<file path="src/rtl/note_arbiter_if.sv">
`default_nettype none
// ============================================================================
// Module      : MIDI package / note_arbiter_if
// Description : Note-change event type and the bundled bus of the arbiter.
// Revision    : 1.0 - initial release
// ============================================================================

package MIDI;
  typedef struct packed {
    logic       note_on;
    logic [6:0] key;
    logic [6:0] velocity;
  } note_change_t;
endpackage

interface note_arbiter_if #(
  parameter int FIFO_DEPTH = 4
);
  localparam int c_CNT_W = $clog2(FIFO_DEPTH) + 1;

  MIDI::note_change_t   live_note;
  logic                 live_note_ready;
  MIDI::note_change_t   replay_note;
  logic                 replay_note_ready;
  logic                 flush;
  MIDI::note_change_t   note;
  logic                 note_ready;
  logic                 live_overflow;
  logic                 replay_overflow;
  logic [c_CNT_W-1:0]   live_count;
  logic [c_CNT_W-1:0]   replay_count;

  modport master (
    output live_note, live_note_ready, replay_note, replay_note_ready, flush,
    input  note, note_ready, live_overflow, replay_overflow, live_count, replay_count
  );

  modport slave (
    input  live_note, live_note_ready, replay_note, replay_note_ready, flush,
    output note, note_ready, live_overflow, replay_overflow, live_count, replay_count
  );
endinterface

`default_nettype wire

</file>
<file path="src/rtl/note_arbiter.sv">
`default_nettype none
// ============================================================================
// Module      : note_arbiter
// Description : Two-source note FIFOs with round-robin issue and minimum
//               spacing between issued notes.
// Revision    : 1.0 - initial release
// ============================================================================

module note_arbiter #(
  parameter int FIFO_DEPTH = 4,
  parameter int GAP_CYCLES = 3
) (
  input  wire logic      clock_50_000_000,
  input  wire logic      reset_l,
  note_arbiter_if.slave  bus
);
  localparam int   c_PTR_W  = $clog2(FIFO_DEPTH);
  localparam int   c_CNT_W  = c_PTR_W + 1;
  localparam int   c_GAP_W  = (GAP_CYCLES > 0) ? $clog2(GAP_CYCLES + 1) : 1;
  localparam logic c_LIVE   = 1'b0;
  localparam logic c_REPLAY = 1'b1;

  typedef enum logic [0:0] {
    ST_ISSUE = 1'b0,
    ST_GAP   = 1'b1
  } state_t;

  // Index 0 is the live source, index 1 is the replay source.
  logic [1:0]          w_strobe;
  logic [1:0]          w_push;
  logic [1:0]          w_pop;
  logic [1:0]          w_nonempty;
  logic [1:0]          w_overflow;
  MIDI::note_change_t  w_din   [2];
  MIDI::note_change_t  w_head  [2];
  logic [c_CNT_W-1:0]  w_count [2];

  state_t              r_state;
  logic [c_GAP_W-1:0]  r_gap;
  logic                r_last_grant;
  MIDI::note_change_t  r_note;
  logic                r_note_ready;

  logic                w_grant;
  logic                w_issue;

  assign w_strobe = {bus.replay_note_ready, bus.live_note_ready};
  assign w_din[0] = bus.live_note;
  assign w_din[1] = bus.replay_note;

  generate
    for (genvar g = 0; g < 2; g++) begin : g_fifo
      MIDI::note_change_t  r_mem [FIFO_DEPTH];
      logic [c_PTR_W-1:0]  r_rd_ptr;
      logic [c_PTR_W-1:0]  r_wr_ptr;
      logic [c_CNT_W-1:0]  r_count;
      logic                r_overflow;

      // A full FIFO still accepts a push when it is popped in the same cycle.
      assign w_push[g]     = w_strobe[g] && !bus.flush &&
                             ((r_count < c_CNT_W'(FIFO_DEPTH)) || w_pop[g]);
      assign w_nonempty[g] = (r_count != '0);
      assign w_head[g]     = r_mem[r_rd_ptr];
      assign w_count[g]    = r_count;
      assign w_overflow[g] = r_overflow;

      always_ff @(posedge clock_50_000_000 or negedge reset_l) begin
        if (!reset_l) begin
          r_rd_ptr   <= '0;
          r_wr_ptr   <= '0;
          r_count    <= '0;
          r_overflow <= 1'b0;
        end else if (bus.flush) begin
          r_rd_ptr   <= '0;
          r_wr_ptr   <= '0;
          r_count    <= '0;
        end else begin
          if (w_push[g]) r_wr_ptr <= r_wr_ptr + 1'b1;
          if (w_pop[g])  r_rd_ptr <= r_rd_ptr + 1'b1;
          r_count <= r_count + c_CNT_W'(w_push[g]) - c_CNT_W'(w_pop[g]);
          if (w_strobe[g] && !w_push[g]) r_overflow <= 1'b1;
        end
      end

      always_ff @(posedge clock_50_000_000) begin
        if (w_push[g]) r_mem[r_wr_ptr] <= w_din[g];
      end
    end
  endgenerate

  // On a tie, the source that did not win the previous pop is served.
  assign w_grant  = (w_nonempty[1] && (!w_nonempty[0] || (r_last_grant == c_LIVE)))
                    ? c_REPLAY : c_LIVE;
  assign w_issue  = (r_state == ST_ISSUE) && (|w_nonempty) && !bus.flush;
  assign w_pop[0] = w_issue && (w_grant == c_LIVE);
  assign w_pop[1] = w_issue && (w_grant == c_REPLAY);

  always_ff @(posedge clock_50_000_000 or negedge reset_l) begin
    if (!reset_l) begin
      r_state      <= ST_ISSUE;
      r_gap        <= '0;
      r_last_grant <= c_REPLAY;
      r_note       <= '0;
      r_note_ready <= 1'b0;
    end else begin
      r_note_ready <= 1'b0;
      case (r_state)
        ST_ISSUE: begin
          if (w_issue) begin
            r_note       <= w_head[w_grant];
            r_note_ready <= 1'b1;
            r_last_grant <= w_grant;
            if (GAP_CYCLES > 0) begin
              r_gap   <= c_GAP_W'(GAP_CYCLES);
              r_state <= ST_GAP;
            end
          end
        end
        ST_GAP: begin
          r_gap <= r_gap - 1'b1;
          if (r_gap <= c_GAP_W'(1)) r_state <= ST_ISSUE;
        end
        default: r_state <= ST_ISSUE;
      endcase
    end
  end

  assign bus.note            = r_note;
  assign bus.note_ready      = r_note_ready;
  assign bus.live_overflow   = w_overflow[0];
  assign bus.replay_overflow = w_overflow[1];
  assign bus.live_count      = w_count[0];
  assign bus.replay_count    = w_count[1];

endmodule

`default_nettype wire

</file>
<file path="src/flat_wrapper.sv">
// flat-port wrapper written by rule: the top's interface ports become plain ports
module note_arbiter_flat 
#(
  parameter int FIFO_DEPTH = 4,
  parameter int GAP_CYCLES = 3
)
  (clock_50_000_000, reset_l, bus_live_note, bus_live_note_ready, bus_replay_note, bus_replay_note_ready, bus_flush, bus_note, bus_note_ready, bus_live_overflow, bus_replay_overflow, bus_live_count, bus_replay_count);
  note_arbiter_if #(.FIFO_DEPTH(FIFO_DEPTH)) bus_i ();
  input  wire logic clock_50_000_000;
  input  wire logic reset_l;
  input wire logic [$bits(bus_i.live_note)-1:0] bus_live_note;
  input wire logic [$bits(bus_i.live_note_ready)-1:0] bus_live_note_ready;
  input wire logic [$bits(bus_i.replay_note)-1:0] bus_replay_note;
  input wire logic [$bits(bus_i.replay_note_ready)-1:0] bus_replay_note_ready;
  input wire logic [$bits(bus_i.flush)-1:0] bus_flush;
  output wire logic [$bits(bus_i.note)-1:0] bus_note;
  output wire logic [$bits(bus_i.note_ready)-1:0] bus_note_ready;
  output wire logic [$bits(bus_i.live_overflow)-1:0] bus_live_overflow;
  output wire logic [$bits(bus_i.replay_overflow)-1:0] bus_replay_overflow;
  output wire logic [$bits(bus_i.live_count)-1:0] bus_live_count;
  output wire logic [$bits(bus_i.replay_count)-1:0] bus_replay_count;
  assign bus_i.live_note = bus_live_note;
  assign bus_i.live_note_ready = bus_live_note_ready;
  assign bus_i.replay_note = bus_replay_note;
  assign bus_i.replay_note_ready = bus_replay_note_ready;
  assign bus_i.flush = bus_flush;
  assign bus_note = bus_i.note;
  assign bus_note_ready = bus_i.note_ready;
  assign bus_live_overflow = bus_i.live_overflow;
  assign bus_replay_overflow = bus_i.replay_overflow;
  assign bus_live_count = bus_i.live_count;
  assign bus_replay_count = bus_i.replay_count;
  note_arbiter #(.FIFO_DEPTH(FIFO_DEPTH), .GAP_CYCLES(GAP_CYCLES)) u_core (.clock_50_000_000(clock_50_000_000), .reset_l(reset_l), .bus(bus_i));
endmodule
</file>
<file path="config.mk">
export PLATFORM = sky130hd
export DESIGN_NAME = note_arbiter_flat
export DESIGN_NICKNAME = d
export VERILOG_FILES = /design/src/rtl/note_arbiter_if.sv /design/src/rtl/note_arbiter.sv /design/src/flat_wrapper.sv
export SDC_FILE = /design/constraint.sdc
export NUM_CORES = 1
export LEC_CHECK = 0
export CAP_MARGIN = 20
export CORE_UTILIZATION = 55
export DETAILED_ROUTE_END_ITERATION = 8
export GPL_ROUTABILITY_DRIVEN = 0
export GPL_TIMING_DRIVEN = 0
export PLACE_DENSITY = 0.86
export SLEW_MARGIN = 5
export SYNTH_ARGS = -nofsm -noshare
export SYNTH_HDL_FRONTEND = slang
export SYNTH_SLANG_ARGS = --single-unit
</file>
<file path="constraint.sdc">
create_clock -name clock_50_000_000 -period 2.98 [get_ports clock_50_000_000]
set_clock_uncertainty 0.05 [all_clocks]
set_input_delay 0.447 -clock clock_50_000_000 [delete_from_list [all_inputs] [get_ports clock_50_000_000]]
set_output_delay 0.447 -clock clock_50_000_000 [all_outputs]
set_load 0.05 [all_outputs]
</file>
==> results.tsv, run 1 <==
stage	metric	value	unit
setup_path	crit-path cells	o31a_1, nor3_4, buf_6, buf_6, ha_1, inv_1, ha_1, inv_1, fa_1, xor2_1, xnor2_1, nor2_1	
run	Max-cap violations	0	
pwr	Cell Pwr Density	937	mW/mm^2
finish	layout overhead on the synthesized area	22.1	%
sta	FMAX	351	MHz
clock_network	Max Root-Sink Buffers	2	
clock_network	Clock transition at path regs	0.07	ns
sta	Pins Over Slew Limit	0	
die	die area	0.0117	mm^2
clock_network	total clock sinks	156	
clock_network	clk root buf	clkbuf_8	
global_route	largest net degree at the start of global routing	37	
synthesis	register bit total from synthesis	156	
finish	Ant. Diodes	0	
setup_path	critical path capture point type	register	
sta	fin crit share	0.957	
synthesis	post-synth top area share	0.583	
setup_path	CP max stage delay	0.46	ns
die	site row count	38	
global_route	initial antenna violation count	0	
global_route	gr usage total	0.224	
synthesis	post-synth cell types	36	
synthesis	Synth Net Count	388	
drt	Final ANT Viol Nets	0	
synthesis	Post-synth EDFFs	120	
setup_path	CP arrival	3.19	ns
drt	Post-Route WL	11400	um
drt	DRC violations left	0	
pwr	Power, Total	7070	uW
synthesis	Mapped Area	0.00618	mm^2
sta	Worst slew margin	0.367	
sta	TNS Setup	0	ns
die	Die Height	108	um
setup_path	crit-path leading delay family	adder cells	
sta	fin crit period	2.85	ns
sta	Worst Tran Pin Value	0.938	ns
drt	initial drt markers	202	
finish	Fill cells	694	
worst_hold_path	min-delay worst type	register to register	
placed_design	DP HPWL	7370	um
clock_network	CTS Buf Count	17	
die	area of the core	0.0109	mm^2
setup_path	Crit path buffers/inverters	4	
pwr	Leakage Power	0.00276	uW
finish	commonest non-fill, non-tap cell in the layout	edfxtp_1	
clock_network	clock latency on the worst-skew pair	0.53	ns
synthesis	Area contributors post-synth	edfxtp_1, dfrtp_1, mux4_2	
placed_design	Buffers on Ports	58	
setup_path	Critical Path Source Type	register	
clock_network	H-tree depth	4	
status	outcome	finished, final reports clean	
drt	WL/cell	20.0	um
drt	DRT Pass-1 Iters	4	
synthesis	post-synthesis sequential area ratio	0.729	
setup_path	Worst Path Required	3.32	ns
sta	final hold violation count	0	
global_route	GRT overflow	0	
setup_path	Crit-path slowest cell	dfrtp_2	
drt	Vias/cell	5.70	
finish	most frequent cells in the layout	edfxtp_1, clkdlybuf4s50_1, dfrtp_1	
sta	# setup viols final	0	
die	initial core utilization	0.568	
finish	Final nets	468	
synthesis	Synth Area per Inst	18.3	um^2
synthesis	asr flop ratio synth	0.231	
pwr	VDD IR max	0.737	mV
setup_path	Max FO, Critical Path	10	
die	Die X	108	um
synthesis	Mapped Cells	338	
global_route	first-pass GRT wire length	18400	um
setup_path	Worst Path Class, Setup	register to register	
drt	vias	3257	
finish	Layout Cells excl Fill	571	
placed_design	DP Cell Count	536	
finish	share of layout cells above drive strength 1	0.204	
clock_network	TritonCTS clock tree	yes	
die	IO Count	59	
synthesis	Yosys Warn Count	0	
sta	Hold WS	0.429	ns
synthesis	Post-synth top flop	edfxtp_1	
synthesis	cell taking the most area after synthesis	edfxtp_1	
setup_path	R2R setup slack	0.13	ns
global_route	vias in the first global route	3442	
## logic make-up (layout without fill, tap and decap cells)
family / after synthesis / in the layout / synth area share
mux: 36 / 36 / 0.119
buf+inv: 31 / 124 / 0.0239
fa+ha+maj: 15 / 15 / 0.0328
flops: 156 / 156 / 0.729
compound gates: 30 / 30 / 0.0373
xor+xnor: 5 / 5 / 0.00709
simple gates: 65 / 65 / 0.0504
## metal layers
layer  routed length [um]  part of all wire  track usage
met4                  247             0.022       0.0832
met3                  614             0.054       0.0464
met1                 4690              0.41        0.297
met2                 5870              0.51        0.371
met5                    0                 0            0
## worst reg2reg max path: stages (launching register included)
cell     delay, ns
dfrtp_2       0.46
o31a_1        0.36
nor3_4        0.30
buf_6         0.20
buf_6         0.15
ha_1          0.23
inv_1         0.06
ha_1          0.13
inv_1         0.05
fa_1          0.37
xor2_1        0.16
xnor2_1       0.15
nor2_1        0.06
## per-stage QoR
| stage | instance area, um^2 | setup slack (ns) | util |
|---|---|---|---|
| final | 7540 | 0.129 | 0.693 |
| after global routing | 7540 | -0.0213 | 0.693 |
| after CTS | 7520 | 0.0336 | 0.690 |
| after detailed placement | 6930 | -0.563 | 0.637 |
| after global placement | 6940 | -0.461 | 0.637 |
| after floorplan | 6180 | 0.154 | - |
## cell usage after synthesis (2+ instances only)
cell type  number
a21o_1          2
a21oi_1         2
a22oi_1        15
and2_1          8
and3b_1         2
buf_2          10
buf_6           2
clkbuf_1        3
dfrtp_1        35
edfxtp_1      120
fa_1            2
ha_1           13
inv_1          15
mux2_2          2
mux2i_1         4
mux4_2         30
nand2_1        33
nand2b_1        4
nor2_1          9
nor2b_1         3
nor3_1          3
o21ai_0         4
xnor2_1         3
xor2_1          2
## final timing paths
kind	from	to	cells past startpoint
setup reg to reg	u_core.bus.live_count[2]	u_core.bus.replay_count[2]	12
max in group asynchronous	reset_l	u_core.bus.live_count[2]	2
setup / recovery	u_core.bus.live_count[2]	u_core.bus.replay_count[2]	12
hold reg to reg	u_core.bus.note[9]	u_core.bus.note[9]	2
hold / removal	u_core.bus.note[9]	u_core.bus.note[9]	2
min in group asynchronous	reset_l	u_core.bus.replay_count[1]	2
## where the power goes
group          internal (uW)  switching [uW]  leakage, uW
clock network           1070             958     0.000273
registers               2670             191      0.00154
logic                    866            1310     0.000948
## cell type report
class,count,area (um^2),share of cell area
well taps,140,175,0.0232
flip-flops and latches,156,4510,0.597
inverters,15,56.3,0.00746
clock buffers,17,414,0.0549
repair buffers,61,601,0.0796
clock inverters,15,156,0.0207
multi-input cells,151,1540,0.204
plain buffers,16,95.1,0.0126
## registers in the layout, summed over array words and instances (netlist names), 2 cells and up
| signal | flops |
|---|---|
| u_core.bus.live_count | 3 |
| u_core.bus.note | 15 |
| u_core.bus.replay_count | 3 |
| u_core.g_fifo.r_mem | 120 |
| u_core.g_fifo.r_rd_ptr | 4 |
| u_core.g_fifo.r_wr_ptr | 4 |
| u_core.r_gap | 2 |
## what timing repair did
item | 4_1_cts | 5_1_grt
resized for setup | 1 | 4
endpoints found under the setup margin | 1 | 3
hold endpoints to repair | 35 | 0
setup buffers | 0 | 2
pin swaps | 0 | 2
hold buffers | 1 | 0
Power figures use the tool's default switching activity.
==> inputs of run 2 (changes only) <==
--- a/config.mk
+++ b/config.mk
@@ -6,6 +6,7 @@
 export NUM_CORES = 1
 export LEC_CHECK = 0
 export CAP_MARGIN = 20
+export CORE_MARGIN = 3
 export CORE_UTILIZATION = 55
 export DETAILED_ROUTE_END_ITERATION = 8
 export GPL_ROUTABILITY_DRIVEN = 0
==> run 2 against run 1 <==
  * Register-to-register slack better by 0.04 ns
  * Via count is 1.4% higher
  * Cell area is 0.35% higher
  * Sequential power about the same
  * Critical path depth rose by 1
  * Maximum frequency is 1.2% higher
  * Utilization grew 0.24 points
  * Global-route usage down 1.9 points
  * Largest power group unchanged
  * Clock power rose by 3%
  * Combinational power about the same
  * Power is 1.4% higher
==> results.tsv, run 2 (synthesis results as in run 1) <==
stage	metric	value	unit
setup_path	CP arrival	3.16	ns
finish	Largest register FFs	120	
die	site row count	38	
pwr	Clock Power Share	0.293	
drt	Post-Route WL	11900	um
setup_path	crit-path cells	clkdlybuf4s50_1, or2_2, nor3_4, buf_6, buf_6, ha_1, inv_1, ha_1, inv_1, fa_1, xor2_1, xnor2_1, nor2_1	
finish	Ant. Diodes	0	
clock_network	H-tree depth	4	
setup_path	R2R depth	12	
clock_network	Max Root-Sink Buffers	2	
global_route	largest net degree at the start of global routing	37	
drt	Vias/cell	5.75	
die	initial core utilization	0.568	
sta	# setup viols final	0	
global_route	GRT overflow	0	
die	IO Count	59	
setup_path	FF-to-FF End	u_core.bus.replay_count[2]	
setup_path	Crit-path slowest cell	clkdlybuf4s50_1	
setup_path	Critical Path Source Type	input pin	
sta	final hold violation count	0	
finish	register with the most flip-flops	u_core.g_fifo.r_mem	
finish	share of layout cells above drive strength 1	0.200	
setup_path	CP max stage delay	0.56	ns
worst_hold_path	min-delay worst type	register to register	
setup_path	Crit path buffers/inverters	5	
global_route	initial antenna violation count	0	
status	outcome	finished, final reports clean	
placed_design	DP HPWL	7540	um
clock_network	CTS Buf Count	17	
drt	DRT Pass-1 Iters	4	
placed_design	DP Cell Count	536	
sta	Worst Tran Pin Value	0.857	ns
drt	WL/cell	20.8	um
setup_path	CP endpoint	u_core.bus.replay_count[2]	
drt	DRC violations left	0	
finish	layout overhead on the synthesized area	22.5	%
sta	Worst slew margin	0.429	
sta	Hold WS	0.421	ns
sta	fin crit period	2.82	ns
clock_network	Clock transition at path regs	0.06	ns
global_route	gr usage total	0.206	
die	area of the core	0.0109	mm^2
clock_network	TritonCTS clock tree	yes	
pwr	Net Sw Frac	0.325	
sta	fin crit share	0.945	
setup_path	Worst setup startpoint	bus_flush	
global_route	vias in the first global route	3518	
run	Max-cap violations	0	
setup_path	Worst Path Class, Setup	input pin to register	
finish	commonest non-fill, non-tap cell in the layout	edfxtp_1	
finish	utilization after layout	0.695	
sta	TNS Setup	0	ns
die	Die X	112	um
die	Die Height	112	um
pwr	Cell Pwr Density	947	mW/mm^2
pwr	P_sw	2330	uW
setup_path	Worst path depth	13	
clock_network	total clock sinks	156	
finish	Layout Cells excl Fill	574	
placed_design	Buffers on Ports	58	
pwr	Leakage Power	0.00278	uW
drt	initial drt markers	228	
clock_network	clock latency on the worst-skew pair	0.52	ns
sta	Pins Over Slew Limit	0	
drt	Final ANT Viol Nets	0	
pwr	Comb power frac	0.307	
drt	vias	3301	
setup_path	worst reg2reg startpoint	u_core.bus.live_count[2]	
pwr	VDD IR max	0.680	mV
global_route	first-pass GRT wire length	19200	um
die	die area	0.0125	mm^2
pwr	internal power	4840	uW
setup_path	Worst Path Required	3.33	ns
setup_path	crit-path leading delay family	buffers and inverters	
sta	RSZ-0062 raised after global routing	no	
clock_network	clk root buf	clkbuf_8	
sta	FMAX	355	MHz
finish	fin area	0.00757	mm^2
finish	Final nets	471	
setup_path	R2R setup slack	0.17	ns
placed_design	instance area at placement	0.00693	mm^2
setup_path	critical path capture point type	register	
finish	Fill cells	675	
setup_path	Max FO, Critical Path	10	
finish	most frequent cells in the layout	edfxtp_1, clkdlybuf4s50_1, dfrtp_1	
pwr	Flop pwr share	0.400	
==> run 2: cell type report <==
type / instances / area [um^2] / area share
multi-input combinational: 151 / 1530 / 0.202
inverter: 15 / 56.3 / 0.00744
tap: 140 / 175 / 0.0231
sequential: 156 / 4510 / 0.595
buffer: 16 / 95.1 / 0.0126
timing repair buffer: 64 / 623 / 0.0823
clock buffer: 20 / 435 / 0.0575
clock inverter: 12 / 148 / 0.0195
==> run 2: power groups by stage <==
stage	clock network, uW	registers, uW	logic (uW)
4_1_cts	2120	2870	2180
6_report	2100	2870	2200
3_3_place_gp	0	2870	2070
2_1_floorplan	0	3330	1010
5_1_grt	2220	2900	2380
3_5_place_dp	0	2900	2140
==> run 2: timing repair <==
| item | in CTS | in global routing |
|---|---|---|
| resized for setup | 1 | 1 |
| buffers inserted | 0 | 5 |
| cloned | 0 | 0 |
| setup endpoints to repair | 1 | 3 |
| hold endpoints to repair | 35 | 0 |
| hold buffers | 1 | 0 |
| pin swaps | 0 | 2 |
==> run 2: per-layer routing <==
layer / GRT usage / part of all wire / vias up
li1: - / - / 1455
met5: 0 / 0 / -
met2: 0.339 / 0.52 / 121
met4: 0.0673 / 0.018 / 0
met3: 0.0543 / 0.053 / 20
met1: 0.271 / 0.41 / 1705
==> run 2: worst register-to-register path: stages, from the launching register on <==
cell     delay [ns]
dfrtp_1        0.46
o31a_1         0.39
nor3_4         0.27
buf_6          0.17
buf_6          0.14
ha_1           0.23
inv_1          0.06
ha_1           0.14
inv_1          0.05
fa_1           0.37
xor2_1         0.17
xnor2_1        0.14
nor2_1         0.05
==> run 2: how the worst min path moves through the flow <==
stage	from	end	slack (ns)	cells past startpoint
floorplan	reset_l	u_core.bus.live_count[0]	0.10	0
global placement	u_core.bus.replay_overflow	u_core.bus.replay_overflow	0.40	1
detailed placement	u_core.bus.note[7]	u_core.bus.note[7]	0.41	2
CTS	u_core.bus.note[7]	u_core.bus.note[7]	0.42	2
global route	u_core.bus.note[10]	u_core.bus.note[10]	0.45	2
finish	u_core.bus.note[9]	u_core.bus.note[9]	0.42	2
==> run 2: per-stage QoR <==
| stage | worst slack, ns | power, uW |
|---|---|---|
| 6_report | 0.164 | 7170 |
| 5_1_grt | 0.00489 | 7490 |
| 4_1_cts | 0.0541 | 7160 |
| 3_5_place_dp | -0.508 | 5040 |
| 3_3_place_gp | -0.409 | 4940 |
| 2_1_floorplan | 0.154 | 4340 |
==> inputs of run 3 (changes only) <==
--- a/config.mk
+++ b/config.mk
@@ -6,7 +6,7 @@
 export NUM_CORES = 1
 export LEC_CHECK = 0
 export CAP_MARGIN = 20
-export CORE_MARGIN = 3
+export CORE_MARGIN = 2
 export CORE_UTILIZATION = 55
 export DETAILED_ROUTE_END_ITERATION = 8
 export GPL_ROUTABILITY_DRIVEN = 0
==> run 3 against run 2 <==
  * Sequential power is essentially flat
  * Worst setup slack lost 0.053 ns
  * Power grew 1.8%
  * First-iteration DRC count grew 14%
  * Combinational power is essentially flat
  * Critical path type is now register to register
  * Largest cell class unchanged
  * Largest power group unchanged
==> results.tsv, run 3 (synthesis results as in run 1) <==
stage	metric	value	unit
pwr	VDD IR max	1.03	mV
finish	FF/Latch Area	0.00451	mm^2
setup_path	R2R setup slack	0.11	ns
die	die area	0.0121	mm^2
finish	share of layout cells above drive strength 1	0.195	
clock_network	clk root buf	clkbuf_8	
pwr	internal power	4950	uW
sta	TNS Setup	0	ns
drt	initial drt markers	261	
setup_path	Worst Path Required	3.33	ns
clock_network	total clock sinks	156	
setup_path	Critical Path Source Type	register	
finish	layout overhead on the synthesized area	22.7	%
sta	final hold violation count	0	
die	Die X	110	um
placed_design	DP HPWL	7650	um
placed_design	DP Cell Count	536	
finish	Multi-input gate area	0.00153	mm^2
finish	Layout Cells excl Fill	570	
clock_network	TritonCTS clock tree	yes	
setup_path	CP arrival	3.22	ns
placed_design	Buffers on Ports	58	
die	area of the core	0.0109	mm^2
finish	Largest register FFs	120	
pwr	Net Sw Frac	0.322	
global_route	first-pass GRT wire length	19100	um
pwr	Flop pwr share	0.391	
clock_network	Clock transition at path regs	0.07	ns
global_route	gr usage total	0.228	
global_route	initial antenna violation count	0	
setup_path	Worst Path Class, Setup	register to register	
run	Max-cap violations	0	
die	IO Count	59	
die	Die Height	110	um
finish	Fill cells	661	
drt	vias	3303	
sta	# setup viols final	0	
pwr	Leakage Power	0.00278	uW
drt	WL/cell	21.6	um
finish	Ant. Diodes	0	
pwr	Comb power frac	0.301	
setup_path	critical path capture point type	register	
pwr	Clock Power Share	0.307	
sta	RSZ-0062 raised after global routing	no	
sta	Pins Over Slew Limit	0	
setup_path	Worst setup startpoint	u_core.bus.replay_count[2]	
clock_network	Max Root-Sink Buffers	2	
drt	Final ANT Viol Nets	0	
global_route	GRT overflow	0	
sta	Worst slew margin	0.375	
clock_network	CTS Buf Count	17	
sta	fin crit share	0.963	
pwr	P_sw	2350	uW
setup_path	FF-to-FF End	u_core.bus.replay_count[2]	
sta	Worst Tran Pin Value	0.926	ns
die	site row count	38	
worst_hold_path	min-delay worst type	register to register	
global_route	largest net degree at the start of global routing	37	
sta	fin crit period	2.87	ns
global_route	vias in the first global route	3584	
finish	register with the most flip-flops	u_core.g_fifo.r_mem	
drt	Post-Route WL	12300	um
sta	FMAX	349	MHz
clock_network	clock latency on the worst-skew pair	0.53	ns
drt	Vias/cell	5.79	
sta	Hold WS	0.415	ns
setup_path	CP endpoint	u_core.bus.replay_count[2]	
setup_path	R2R depth	12	
setup_path	Max FO, Critical Path	10	
drt	DRT Pass-1 Iters	5	
die	initial core utilization	0.568	
setup_path	worst reg2reg startpoint	u_core.bus.replay_count[2]	
finish	most frequent cells in the layout	edfxtp_1, clkdlybuf4s50_1, dfrtp_1	
pwr	Cell Pwr Density	963	mW/mm^2
finish	Final nets	467	
finish	commonest non-fill, non-tap cell in the layout	edfxtp_1	
status	outcome	finished, final reports clean	
finish	fin area	0.00758	mm^2
placed_design	instance area at placement	0.00693	mm^2
drt	DRC violations left	0	
clock_network	H-tree depth	4	
-- run 3: critical path, stage by stage (launching register included) --
cell and delay (ns):
dfrtp_1 0.45, nor3_1 0.54, nor3_4 0.12, buf_6 0.18, buf_6 0.14, ha_1 0.27, inv_1 0.07, ha_1 0.15
inv_1 0.05, fa_1 0.37, xor2_1 0.16, xnor2_1 0.13, nor2_1 0.05
-- run 3: worst min-delay path by stage --
| stage | startpoint | cells past startpoint | end | slack [ns] |
|---|---|---|---|---|
| floorplan | reset_l | 0 | u_core.bus.live_count[0] | 0.10 |
| global placement | u_core.bus.note[3] | 2 | u_core.bus.note[3] | 0.40 |
| detailed placement | u_core.bus.note[3] | 2 | u_core.bus.note[3] | 0.40 |
| CTS | u_core.bus.note[3] | 2 | u_core.bus.note[3] | 0.42 |
| global route | u_core.bus.note[3] | 2 | u_core.bus.note[3] | 0.43 |
| finish | u_core.bus.note[3] | 2 | u_core.bus.note[3] | 0.42 |
-- run 3: layout make-up --
cell class | count | share of cell area
repair buffers | 60 | 0.0782
clock buffers | 21 | 0.0606
plain buffers | 16 | 0.0125
clock inverters | 11 | 0.0218
inverters | 15 | 0.00743
multi-input cells | 151 | 0.202
well taps | 140 | 0.0231
flip-flops and latches | 156 | 0.594
-- run 3: power groups by stage --
stage	Sequential (uW)	Clock (uW)	Combinational [uW]
4_1_cts	2860	2270	2200
3_3_place_gp	2870	0	2080
6_report	2860	2240	2200
2_1_floorplan	3330	0	1010
3_5_place_dp	2890	0	2170
5_1_grt	2890	2340	2360
-- run 3: repair_timing --
action                                  in CTS  in global routing
buffers inserted                             0                  1
hold buffers                                 1                  0
endpoints found under the hold margin       35                  0
gates resized for setup                      0                  2
endpoints found under the setup margin       0                  2
-- run 3: layer usage --
metal	share of wire	GRT usage
met3	0.067	0.0658
met5	0	0
met2	0.53	0.379
met1	0.37	0.274
met4	0.033	0.114
-- run 3: stage by stage --
stage	setup slack (ns)	utilization	total power [uW]
3_5_place_dp	-0.468	0.637	5050
4_1_cts	0.00667	0.695	7320
3_3_place_gp	-0.420	0.637	4950
5_1_grt	0.00266	0.696	7590
2_1_floorplan	0.154	-	4340
6_report	0.111	0.696	7300
